<file path="src/rtl/button_debouncer.sv">
// rtl/button_debouncer.sv - per-channel saturating-count button debouncer with rising-edge strobe
module button_debouncer #(
    parameter int WIDTH       = 1,
    parameter int SAT_CNT_MAX = 7
) (
    input  logic             clk,
    input  logic             rst,
    input  logic             sample_pulse,
    input  logic [WIDTH-1:0] glitchy_in,
    output logic [WIDTH-1:0] debounced_out,
    output logic [WIDTH-1:0] edge_out
);

    localparam int SAT_WIDTH = $clog2(SAT_CNT_MAX + 1);
    localparam logic [SAT_WIDTH-1:0] SAT_TOP = SAT_WIDTH'(SAT_CNT_MAX);

    logic [SAT_WIDTH-1:0] sat_cnt [WIDTH];
    logic [WIDTH-1:0]     deb_prev;

    always_ff @(posedge clk) begin
        if (!rst) begin
            for (int i = 0; i < WIDTH; i++) begin
                sat_cnt[i] <= '0;
            end
            deb_prev <= '0;
        end else begin
            deb_prev <= debounced_out;
            if (sample_pulse) begin
                for (int i = 0; i < WIDTH; i++) begin
                    // Any low sample restarts the run; a full run saturates rather than wrapping.
                    if (!glitchy_in[i]) begin
                        sat_cnt[i] <= '0;
                    end else if (sat_cnt[i] != SAT_TOP) begin
                        sat_cnt[i] <= sat_cnt[i] + 1'b1;
                    end
                end
            end
        end
    end

    always_comb begin
        debounced_out = '0;
        for (int i = 0; i < WIDTH; i++) begin
            debounced_out[i] = (sat_cnt[i] == SAT_TOP);
        end
    end

    assign edge_out = debounced_out & ~deb_prev;

endmodule
</file>
<file path="config.mk">
export PLATFORM = sky130hd
export DESIGN_NAME = button_debouncer
export DESIGN_NICKNAME = d
export VERILOG_FILES = /design/src/rtl/button_debouncer.sv
export SDC_FILE = /design/constraint.sdc
export NUM_CORES = 1
export LEC_CHECK = 0
export BUFFER_PORTS_ARGS = -buffer_cell sky130_fd_sc_hd__buf_2
export CORE_AREA = 5 5 42 44
export DETAILED_ROUTE_END_ITERATION = 7
export DIE_AREA = 0 0 47 49
export MAX_ROUTING_LAYER = met4
export PLACE_DENSITY = 0.35
export REMOVE_ABC_BUFFERS = 1
export SKIP_LAST_GASP = 1
export SYNTH_ARGS = -nofsm -noshare
export SYNTH_HDL_FRONTEND = slang
export SYNTH_SLANG_ARGS = --single-unit
</file>
<file path="constraint.sdc">
create_clock -name clk -period 2.9 [get_ports clk]
set_input_delay 0.29 -clock clk [delete_from_list [all_inputs] [get_ports clk]]
set_output_delay 0.29 -clock clk [all_outputs]
set_load 0.005 [all_outputs]
</file>
==> flow_metrics.tcl, run 1 <==
set metrics [dict create \
    first_pass_grt_wire_length_um 524 \
    die_height_um 49 \
    worst_path_largest_cell_delay_ns 0.43 \
    drcViolationCount 0 \
    floorplan.rows 14 \
    flow.area_growth_from_synthesis_pct 36.08 \
    routed_wire_length_per_instance_um 8.538 \
    avgSynthCellArea_um2 14.12 \
    design.final.nets 30 \
    synth_seq_cells 4 \
    post_synth_num_cell_types 9 \
    placement.io_buffers 5 \
    detail_route.first_pass.iterations 2 \
    antenna_diode_instance_count 0 \
    power_density_nw_per_um2 568.9 \
    setup_viol 0 \
    dpl.cell_count 35 \
    number_of_clock_buffers_inserted_by_tritoncts 3 \
    cpLargestDelayFamily "adder cells" \
    arrival_ns 1.38 \
    track_usage_pct 3.832 \
    final.setup.tns_ns 0 \
    ctsHoldBuffers 0 \
    p_leak_nw 0.1291 \
    portion_of_total_power_attributed_to_the_clock_network_pct 50.8 \
    number_of_global_route_vias_before_repair 147 \
    maximum_number_of_pins_on_one_net_before_global_route_repair 6 \
    tritoncts "yes" \
    finalHoldViolations 0 \
    drt_iter0_markers 1 \
    number_of_max_cap_violations 0 \
    crit_path_cell_trace "ha_1, ha_1, nor2b_1, buf_2" \
    clock_sinks 4 \
    via_per_inst 3.410 \
    layout_min_cycle_time_ns 1.671 \
    gp_congestion 0.7070 \
    sw_frac_of_total_pct 20.47 \
    grt_antenna_before_repair 0 \
    routed-via-count 133 \
    synth_largest_area_cell "sky130_fd_sc_hd__edfxtp_1" \
    synth.top_cells.by_area "sky130_fd_sc_hd__edfxtp_1, sky130_fd_sc_hd__ha_1, sky130_fd_sc_hd__dfxtp_1" \
    rsz0062_at_grt "false" \
    fillerInstances 163 \
    clkTransAtPathRegs_ns 0.04 \
    cts-root-buf "sky130_fd_sc_hd__clkbuf_4" \
    critical_path.most_common_cell "sky130_fd_sc_hd__ha_1" \
    clkLatencyLatePin_ns 0.24 \
    dpl.hpwl_um 253.4 \
    worst_setup_path_end_kind "primary output" \
    ctsLongestPathBuffers 2 \
    layout.cells.non_filler 39 \
    overflow 0 \
    layout.area.seq_um2 110.1 \
    total_number_of_yosys_warnings 0 \
    area_used_by_multi_input_combinational_logic_um2 87.58 \
    holdCritPathClass "primary input to flop" \
    worst_path_max_delay_cell "sky130_fd_sc_hd__edfxtp_1" \
    floorplan.initialDensity_pct 14.11 \
    clock.fmax_mhz 598.5 \
    postCtsResizedCells 0 \
    drive_gt1_share_pct 43.48 \
    comb_power_share_pct 5.8 \
    postLayoutSetupSlackWorst_ns 1.229 \
    cp_num_buf_inv 1 \
    critical_path.startpoint_type "flop" \
    antenna_left 0 \
    vdd_drop_max_v 0.0001612 \
    crit_path_max_fanout 5 \
    cp.required_ns 2.61 \
    worst-setup-path-type "flop to primary output" \
    dpl_worst_slack_ns 1.388 \
    share_seq_of_total_power_pct 43.4 \
    chipWidth_um 47 \
    top_ports 6 \
    slew-limit-headroom_pct 90.05 \
    syn_area_um2 197.7 \
    seq_area_frac_synth_pct 55.70 \
    ctsHtreeMaxLevel 1 \
    floorplan_core_area_um2 1401 \
    min_period_over_period_pct 57.62 \
    timing_max_transition_violations_final 0 \
    cell_internal_pwr_w 0.0001217 \
    route.final.wire_length_um 333 \
    cts_setup_buffers 0 \
    netlist.area_leader.share_pct 45.57 \
    netSwitchingPower_w 0.00003133 \
    outcome "complete, no violations" \
    area_of_the_die_um2 2303 \
    actual_slew_at_the_worst_max_slew_pin_ns 0.1493 \
    synthesis.instances 14 \
    fin_skew_ns 0.0005200 \
]
[cells by family after synthesis]
kind of cell / share of synthesized area [%]
flip-flops: 55.70
AO/OA/AOI/OAI: 5.063
AND/OR/NAND/NOR: 26.58
adder cells (fa/ha/maj): 12.66
[registers in the layout, summed over array words and instances (netlist names)]
signal / count
deb_prev: 1
sat_cnt: 3
[layout by cell type, fill, tap and decap left out]
cell,instances
sky130_fd_sc_hd__edfxtp_1,3
sky130_fd_sc_hd__clkbuf_1,1
sky130_fd_sc_hd__clkbuf_4,3
sky130_fd_sc_hd__buf_2,5
sky130_fd_sc_hd__and2_1,3
sky130_fd_sc_hd__a21bo_2,1
sky130_fd_sc_hd__ha_1,2
sky130_fd_sc_hd__nor2b_1,1
sky130_fd_sc_hd__nand2_1,1
sky130_fd_sc_hd__nor2b_4,1
sky130_fd_sc_hd__dfxtp_1,1
sky130_fd_sc_hd__and4b_1,1
[power groups by stage]
stage                     Clock (W)  Sequential [W]  Combinational, W
after floorplan                   0       0.0000670        0.00000491
after global placement            0       0.0000677        0.00000865
after detailed placement          0       0.0000674        0.00000885
after CTS                 0.0000819       0.0000665        0.00000893
after global routing      0.0000857       0.0000666         0.0000104
final                     0.0000778       0.0000664        0.00000880
[Yosys cell counts]
cell and instances:
sky130_fd_sc_hd__a21bo_2 1, sky130_fd_sc_hd__and2_1 3, sky130_fd_sc_hd__and4b_1 1, sky130_fd_sc_hd__dfxtp_1 1
sky130_fd_sc_hd__edfxtp_1 3, sky130_fd_sc_hd__ha_1 2, sky130_fd_sc_hd__nand2_1 1, sky130_fd_sc_hd__nor2b_1 1
sky130_fd_sc_hd__nor2b_4 1
[metal layers]
layer	part of all wire, %	vias up	global-route usage [%]
li1	-	67	-
met1	37	60	3.091
met2	55	6	4.751
met3	8.1	0	1.107
met4	0	0	6.912
met5	0	-	-
[final cells by class]
class                           instances  share of cell area (%)
Clock buffer                            4                   9.767
Multi-Input combinational cell         10                   32.56
Sequential cell                         4                   40.93
Timing Repair Buffer                    5                   9.302
Tap cell                               16                   7.442
[stage by stage]
step	util (%)	power [W]	hold slack (ns)	instance area [µm²]
3_3_place_gp	17.32	0.00007636	0.5309	242.7
3_5_place_dp	17.32	0.00007629	0.5354	242.7
2_1_floorplan	-	0.00007193	0.4173	197.7
6_report	19.20	0.0001530	0.2909	269.0
5_1_grt	19.20	0.0001627	0.3061	269.0
4_1_cts	19.20	0.0001574	0.2827	269.0
[final timing paths]
path,from,to,slack [ns],depth (start not counted)
setup / recovery,sat_cnt[0][0]$_SDFFCE_PN0P_,edge_out,1.23,4
hold / removal,rst,deb_prev$_SDFF_PN0_,0.29,2
setup reg to reg,sat_cnt[0][0]$_SDFFCE_PN0P_,sat_cnt[0][0]$_SDFFCE_PN0P_,1.40,4
hold reg to reg,sat_cnt[0][0]$_SDFFCE_PN0P_,sat_cnt[0][0]$_SDFFCE_PN0P_,0.61,1
Power figures use the tool's default switching activity.
==> run 2, diff against run 1 <==
ABC_AREA = 1   (was not set)
PLACE_DENSITY = 0.36   (was 0.35)
clock period = 1.36 ns   (was 2.9 ns; I/O delays follow)
==> run 2 against run 1 <==
  * Clock power increased by 110%
  * Die area unchanged
  * Clock skew increased by 0.0033 ns
  * Critical path depth unchanged
  * Sequential power increased by 110%
  * Combinational power increased to 3.6 times the previous value
  * Non-clock buffer count increased by 4
  * Global-route usage increased by 0.58 points
  * Utilization increased by 4.3 points
  * Synthesized area decreased by 1.3%
  * Critical path type unchanged
  * Wire length increased by 6.3%
  * Register-to-register slack got worse by 1.3 ns
==> flow_metrics.tcl, run 2 <==
set metrics [dict create \
    netlist.area_leader.share_pct 46.15 \
    mostFrequentLayoutCells "sky130_fd_sc_hd__inv_1, sky130_fd_sc_hd__buf_2" \
    cpLargestDelayFamily "flip-flops" \
    syn_area_um2 195.2 \
    floorplan_core_area_um2 1401 \
    layout_min_cycle_time_ns 1.343 \
    cp_num_buf_inv 2 \
    fillerInstances 159 \
    number_of_clock_buffers_inserted_by_tritoncts 3 \
    drt_iter0_markers 0 \
    tritoncts "yes" \
    crit_path_cell_trace "ha_2, ha_4, buf_6, buf_6" \
    fin_skew_ns 0.003841 \
    outcome "complete, no violations" \
    area_of_the_die_um2 2303 \
    grt_antenna_before_repair 0 \
    antenna_diode_instance_count 0 \
    top_register "sat_cnt" \
    post_synth_num_cell_types 9 \
    synth_seq_cells 4 \
    drive_gt1_share_pct 54.55 \
    vdd_drop_max_v 0.0003701 \
    postLayoutSetupSlackWorst_ns 0.01745 \
    number_of_global_route_vias_before_repair 168 \
    actual_slew_at_the_worst_max_slew_pin_ns 0.1512 \
    number_of_max_cap_violations 0 \
    cp-startpoint "sat_cnt[0][0]$_SDFFCE_PN0P_" \
    worst_setup_path_end_kind "primary output" \
    design.final.nets 40 \
    antenna_left 0 \
    routed_wire_length_per_instance_um 7.224 \
    yosys.cell_count.top_type "sky130_fd_sc_hd__inv_1" \
    top_ports 6 \
    largest_register_ff_count 3 \
    seq_area_frac_synth_pct 56.41 \
    synth_largest_area_cell "sky130_fd_sc_hd__edfxtp_1" \
    p_leak_nw 0.1571 \
    flow.area_growth_from_synthesis_pct 68.59 \
    finish.instance_area_um2 329.1 \
    route.final.wire_length_um 354 \
    share_seq_of_total_power_pct 42.4 \
    synthesis.instances 20 \
    comb_power_share_pct 9.4 \
    final_core_utilization_pct 23.48 \
    largestRegisters "sat_cnt (3), deb_prev (1)" \
    die_height_um 49 \
    worstReg2RegStart "sat_cnt[0][0]$_SDFFCE_PN0P_" \
    power_density_nw_per_um2 1016 \
    dpl.cell_count 43 \
    gp_congestion 0.6881 \
    netSwitchingPower_w 0.00006925 \
    critical_path.most_common_cell "sky130_fd_sc_hd__buf_6" \
    ctsHoldBuffers 0 \
    timing_max_transition_violations_final 0 \
    detail_route.first_pass.iterations 1 \
    worst_path_max_delay_cell "sky130_fd_sc_hd__edfxtp_1" \
    cts-root-buf "sky130_fd_sc_hd__clkbuf_4" \
    ys_dominant_reg_cell "sky130_fd_sc_hd__edfxtp_1" \
    sw_frac_of_total_pct 20.71 \
    worst-setup-path-type "flop to primary output" \
    clock_sinks 4 \
    total_number_of_yosys_warnings 0 \
    critical_path.startpoint_type "flop" \
    chipWidth_um 47 \
    timing.hold.worst.start "rst" \
    avgSynthCellArea_um2 9.759 \
    dpl.hpwl_um 289.9 \
    dpl_worst_slack_ns -0.03288 \
    setup_viol 0 \
    finalHoldViolations 0 \
    placed_cell_area_um2 255.2 \
    maximum_number_of_pins_on_one_net_before_global_route_repair 4 \
    cell_internal_pwr_w 0.0002651 \
    worst_path_largest_cell_delay_ns 0.38 \
    floorplan.rows 14 \
    placement.io_buffers 5 \
    via_per_inst 3.388 \
    portion_of_total_power_attributed_to_the_clock_network_pct 48.2 \
    routed-via-count 166 \
    clkLatencyLatePin_ns 0.23 \
    overflow 0 \
    ctsHtreeMaxLevel 1 \
    track_usage_pct 4.414 \
    floorplan.initialDensity_pct 13.93 \
    min_period_over_period_pct 98.72 \
    clock.fmax_mhz 744.9 \
    totalPowerFinal_w 0.0003344 \
    first_pass_grt_wire_length_um 621 \
    ctsLongestPathBuffers 2 \
    rsz0062_at_grt "true" \
    timing.reg2reg.setup_slack_ns 0.05 \
    crit_path_max_fanout 2 \
    arrival_ns 1.21 \
    synth.top_cells.by_area "sky130_fd_sc_hd__edfxtp_1, sky130_fd_sc_hd__ha_1, sky130_fd_sc_hd__dfxtp_1" \
    layout.area.seq_um2 110.1 \
    area_used_by_multi_input_combinational_logic_um2 88.84 \
    clkTransAtPathRegs_ns 0.04 \
    synth-edff-count 3 \
    holdCritPathClass "primary input to flop" \
    post_synth_most_frequent_cells "sky130_fd_sc_hd__inv_1, sky130_fd_sc_hd__edfxtp_1, sky130_fd_sc_hd__nand2_1, sky130_fd_sc_hd__nor3_1, sky130_fd_sc_hd__ha_1" \
    drcViolationCount 0 \
    cp.required_ns 1.22 \
    slew-limit-headroom_pct 89.84 \
    ys_async_sr_fraction_pct 0 \
    layout.cells.non_filler 49 \
]
==> run 2: timing repair <==
item                       4_1_cts  5_1_grt
setup endpoints to repair        7        8
setup buffers                    1        1
pin swaps                        1        2
resized for setup                4        4
==> run 2: path summary, 6_finish.rpt <==
| check | to | cells after the start |
|---|---|---|
| worst max register to register | sat_cnt[0][0]$_SDFFCE_PN0P_ | 6 |
| worst min register to register | sat_cnt[0][0]$_SDFFCE_PN0P_ | 2 |
| worst max-delay path | debounced_out | 4 |
| worst min-delay path | deb_prev$_SDFF_PN0_ | 3 |
==> run 2: per-layer routing <==
metal | part of all wire [%] | global-route usage, % | vias to the layer above | routed length, µm
met1 | 47 | 4.425 | 68 | 167
li1 | - | - | 92 | -
met4 | 0 | 6.912 | 0 | 0
met5 | 0 | - | - | 0
met2 | 44 | 4.299 | 6 | 154
met3 | 9.0 | 2.583 | 0 | 32
==> run 2: final cells by class <==
type,instances,share of cell area (%)
clock buffers,4,7.985
inverters,5,5.703
multi-input cells,11,27.00
flip-flops and latches,4,33.46
well taps,16,6.084
repair buffers,9,19.77
==> run 2: logic make-up after synthesis <==
group                      synth area share [%]
DFF                                       56.41
and+or+nand+nor                           21.15
adders and majority gates                 12.82
buffers and inverters                     9.616
==> run 2: worst register-to-register path, delay by kind of cell (launching register included) <==
| kind | cells | cell delay [ns] |
|---|---|---|
| adders and majority gates | 2 | 0.37 |
| DFF | 1 | 0.38 |
| and+or+nand+nor | 2 | 0.20 |
| buffers and inverters | 2 | 0.19 |
==> run 2: per-stage QoR <==
stage,setup TNS (ns),hold slack (ns)
finish,0,0.1480
floorplan,-0.02166,0.2336
detailed placement,-0.1048,0.3782
global placement,-0.07367,0.3734
global route,-0.2028,0.1466
CTS,0,0.1327
==> run 2: power groups by stage <==
stage | clock [W] | combinational [W] | sequential (W)
floorplan | 0 | 0.0000134 | 0.000142
detailed placement | 0 | 0.0000246 | 0.000143
CTS | 0.000169 | 0.0000297 | 0.000142
global route | 0.000185 | 0.0000361 | 0.000142
finish | 0.000161 | 0.0000313 | 0.000142
global placement | 0 | 0.0000247 | 0.000143
==> run 3, diff against run 2 <==
CORE_AREA = 2 2 39 41   (was 5 5 42 44)
DIE_AREA = 0 0 41 43   (was 0 0 47 49)
==> run 3 against run 2 <==
  * Via count rose by 3.6%
  * Setup slack improved by 0.021 ns
  * Maximum frequency increased by 1.6%
  * Die area is 23% lower
  * Utilization rose by 0.21 points
  * Sequential power hardly changed
  * Combinational power grew 24%
  * Critical endpoint is now edge_out
  * Largest power group unchanged
  * Highest routed layer unchanged
==> flow_metrics.tcl, run 3 (synthesis results as in run 2) <==
set metrics [dict create \
    outcome "complete, no violations" \
    placement.io_buffers 5 \
    timing_max_transition_violations_final 0 \
    holdCritPathClass "primary input to flop" \
    ctsHtreeMaxLevel 1 \
    gp_congestion 0.6210 \
    cts-root-buf "sky130_fd_sc_hd__clkbuf_4" \
    slew-limit-headroom_pct 90.39 \
    p_leak_nw 0.1568 \
    first_pass_grt_wire_length_um 614 \
    critical_path.startpoint_type "flop" \
    track_usage_pct 6.405 \
    routed_wire_length_per_instance_um 7.408 \
    clkLatencyLatePin_ns 0.23 \
    rsz0062_at_grt "true" \
    via_per_inst 3.510 \
    layout.cells.non_filler 49 \
    largestRegisters "sat_cnt (3), deb_prev (1)" \
    crit_path_max_fanout 3 \
    clkTransAtPathRegs_ns 0.04 \
    floorplan.rows 14 \
    fillerInstances 155 \
    layout_min_cycle_time_ns 1.321 \
    vdd_drop_max_v 0.0004765 \
    timing.hold.worst.start "rst" \
    area_of_the_die_um2 1763 \
    portion_of_total_power_attributed_to_the_clock_network_pct 47.0 \
    ff2ff_path_depth 6 \
    mostFrequentLayoutCells "sky130_fd_sc_hd__inv_1, sky130_fd_sc_hd__buf_2, sky130_fd_sc_hd__buf_4" \
    finalHoldViolations 0 \
    final_core_utilization_pct 23.69 \
    grt_antenna_before_repair 0 \
    number_of_clock_buffers_inserted_by_tritoncts 3 \
    chipWidth_um 41 \
    cp.required_ns 1.22 \
    top_ports 6 \
    number_of_max_cap_violations 0 \
    hold_depth 3 \
    drt_iter0_markers 0 \
    worst-setup-path-type "flop to primary output" \
    share_seq_of_total_power_pct 41.7 \
    dpl.hpwl_um 296.4 \
    die_height_um 43 \
    ctsLongestPathBuffers 2 \
    flow.area_growth_from_synthesis_pct 67.95 \
    cell_internal_pwr_w 0.0002699 \
    actual_slew_at_the_worst_max_slew_pin_ns 0.1431 \
    worstReg2RegStart "sat_cnt[0][0]$_SDFFCE_PN0P_" \
    layout.area.seq_um2 110.1 \
    arrival_ns 1.19 \
    sw_frac_of_total_pct 20.86 \
    detail_route.first_pass.iterations 1 \
    netSwitchingPower_w 0.00007114 \
    clock_sinks 4 \
    whs_endpoint "deb_prev$_SDFF_PN0_" \
    routed-via-count 172 \
    comb_power_share_pct 11.3 \
    worst_setup_path_end_kind "primary output" \
    floorplan.initialDensity_pct 14.10 \
    timing.reg2reg.setup_slack_ns 0.07 \
    antenna_left 0 \
    overflow 0 \
    area_used_by_multi_input_combinational_logic_um2 91.34 \
    critical_path.reg2reg.endpoint "sat_cnt[0][2]$_SDFFCE_PN0P_" \
    tritoncts "yes" \
    design.final.nets 40 \
    clock.fmax_mhz 756.8 \
    power_density_nw_per_um2 1040 \
    maximum_number_of_pins_on_one_net_before_global_route_repair 4 \
    largest_register_ff_count 3 \
    setup_viol 0 \
    floorplan_core_area_um2 1384 \
    drive_gt1_share_pct 54.55 \
    dpl.cell_count 45 \
    fin_skew_ns 0.001476 \
    number_of_global_route_vias_before_repair 161 \
    min_period_over_period_pct 97.15 \
    drcViolationCount 0 \
    final.setup.tns_ns 0 \
    antenna_diode_instance_count 0 \
    totalPowerFinal_w 0.0003410 \
    top_register "sat_cnt" \
    route.final.wire_length_um 363 \
]
-- run 3: timing repair --
item | 4_1_cts | 5_1_grt
hold buffers | 0 | 0
gates resized for setup | 5 | 2
buffers inserted | 1 | 1
endpoints found under the setup margin | 8 | 5
gates cloned | 0 | 0
pin swaps | 2 | 0
-- run 3: critical path, stage by stage (launching register included) --
cell and delay [ns]:
sky130_fd_sc_hd__edfxtp_1 0.38, sky130_fd_sc_hd__ha_2 0.20, sky130_fd_sc_hd__ha_4 0.17, sky130_fd_sc_hd__inv_2 0.05, sky130_fd_sc_hd__nor2_1 0.03, sky130_fd_sc_hd__buf_2 0.12
-- run 3: power groups by stage --
stage / clock (W) / combinational, W / sequential [W]
after detailed placement: 0 / 0.0000284 / 0.000143
after floorplan: 0 / 0.0000134 / 0.000142
final: 0.000160 / 0.0000387 / 0.000142
after global routing: 0.000175 / 0.0000438 / 0.000143
after CTS: 0.000172 / 0.0000330 / 0.000142
after global placement: 0 / 0.0000278 / 0.000142
-- run 3: area by class of cell --
| class | count | area share, % |
|---|---|---|
| clock buffers | 4 | 8.015 |
| flip-flops and latches | 4 | 33.59 |
| multi-input cells | 11 | 27.86 |
| inverters | 5 | 5.725 |
| well taps | 16 | 6.107 |
| repair buffers | 9 | 18.70 |
-- run 3: how the worst max path moves through the flow --
stage / startpoint / to / slack (ns) / cells past startpoint
detailed placement: sat_cnt[0][0]$_SDFFCE_PN0P_ / sat_cnt[0][0]$_SDFFCE_PN0P_ / -0.02 / 5
finish: sat_cnt[0][0]$_SDFFCE_PN0P_ / edge_out / 0.04 / 5
CTS: sat_cnt[0][0]$_SDFFCE_PN0P_ / edge_out / 0.01 / 5
floorplan: sat_cnt[0][0]$_SDFFCE_PN0P_ / sat_cnt[0][0]$_SDFFCE_PN0P_ / -0.007 / 5
global placement: sat_cnt[0][0]$_SDFFCE_PN0P_ / sat_cnt[0][0]$_SDFFCE_PN0P_ / -0.04 / 5
global route: sat_cnt[0][1]$_SDFFCE_PN0P_ / edge_out / -0.04 / 5
-- run 3: through the flow --
stage                     area, µm²  setup slack, ns  hold WS (ns)
after floorplan               195.2        -0.007221        0.2336
after global placement        270.3         -0.03708        0.3710
after detailed placement      270.3         -0.02484        0.3685
after CTS                     310.3         0.009986        0.1177
after global routing          327.8         -0.03554        0.1863
final                         327.8          0.03870        0.1406
-- run 3: per-layer routing --
layer	vias to the layer above	GRT usage (%)	share of wire [%]
met2	6	7.187	53
li1	89	-	-
met3	0	3.665	6.3
met4	0	10.00	0
met1	77	5.537	40
met5	-	-	0
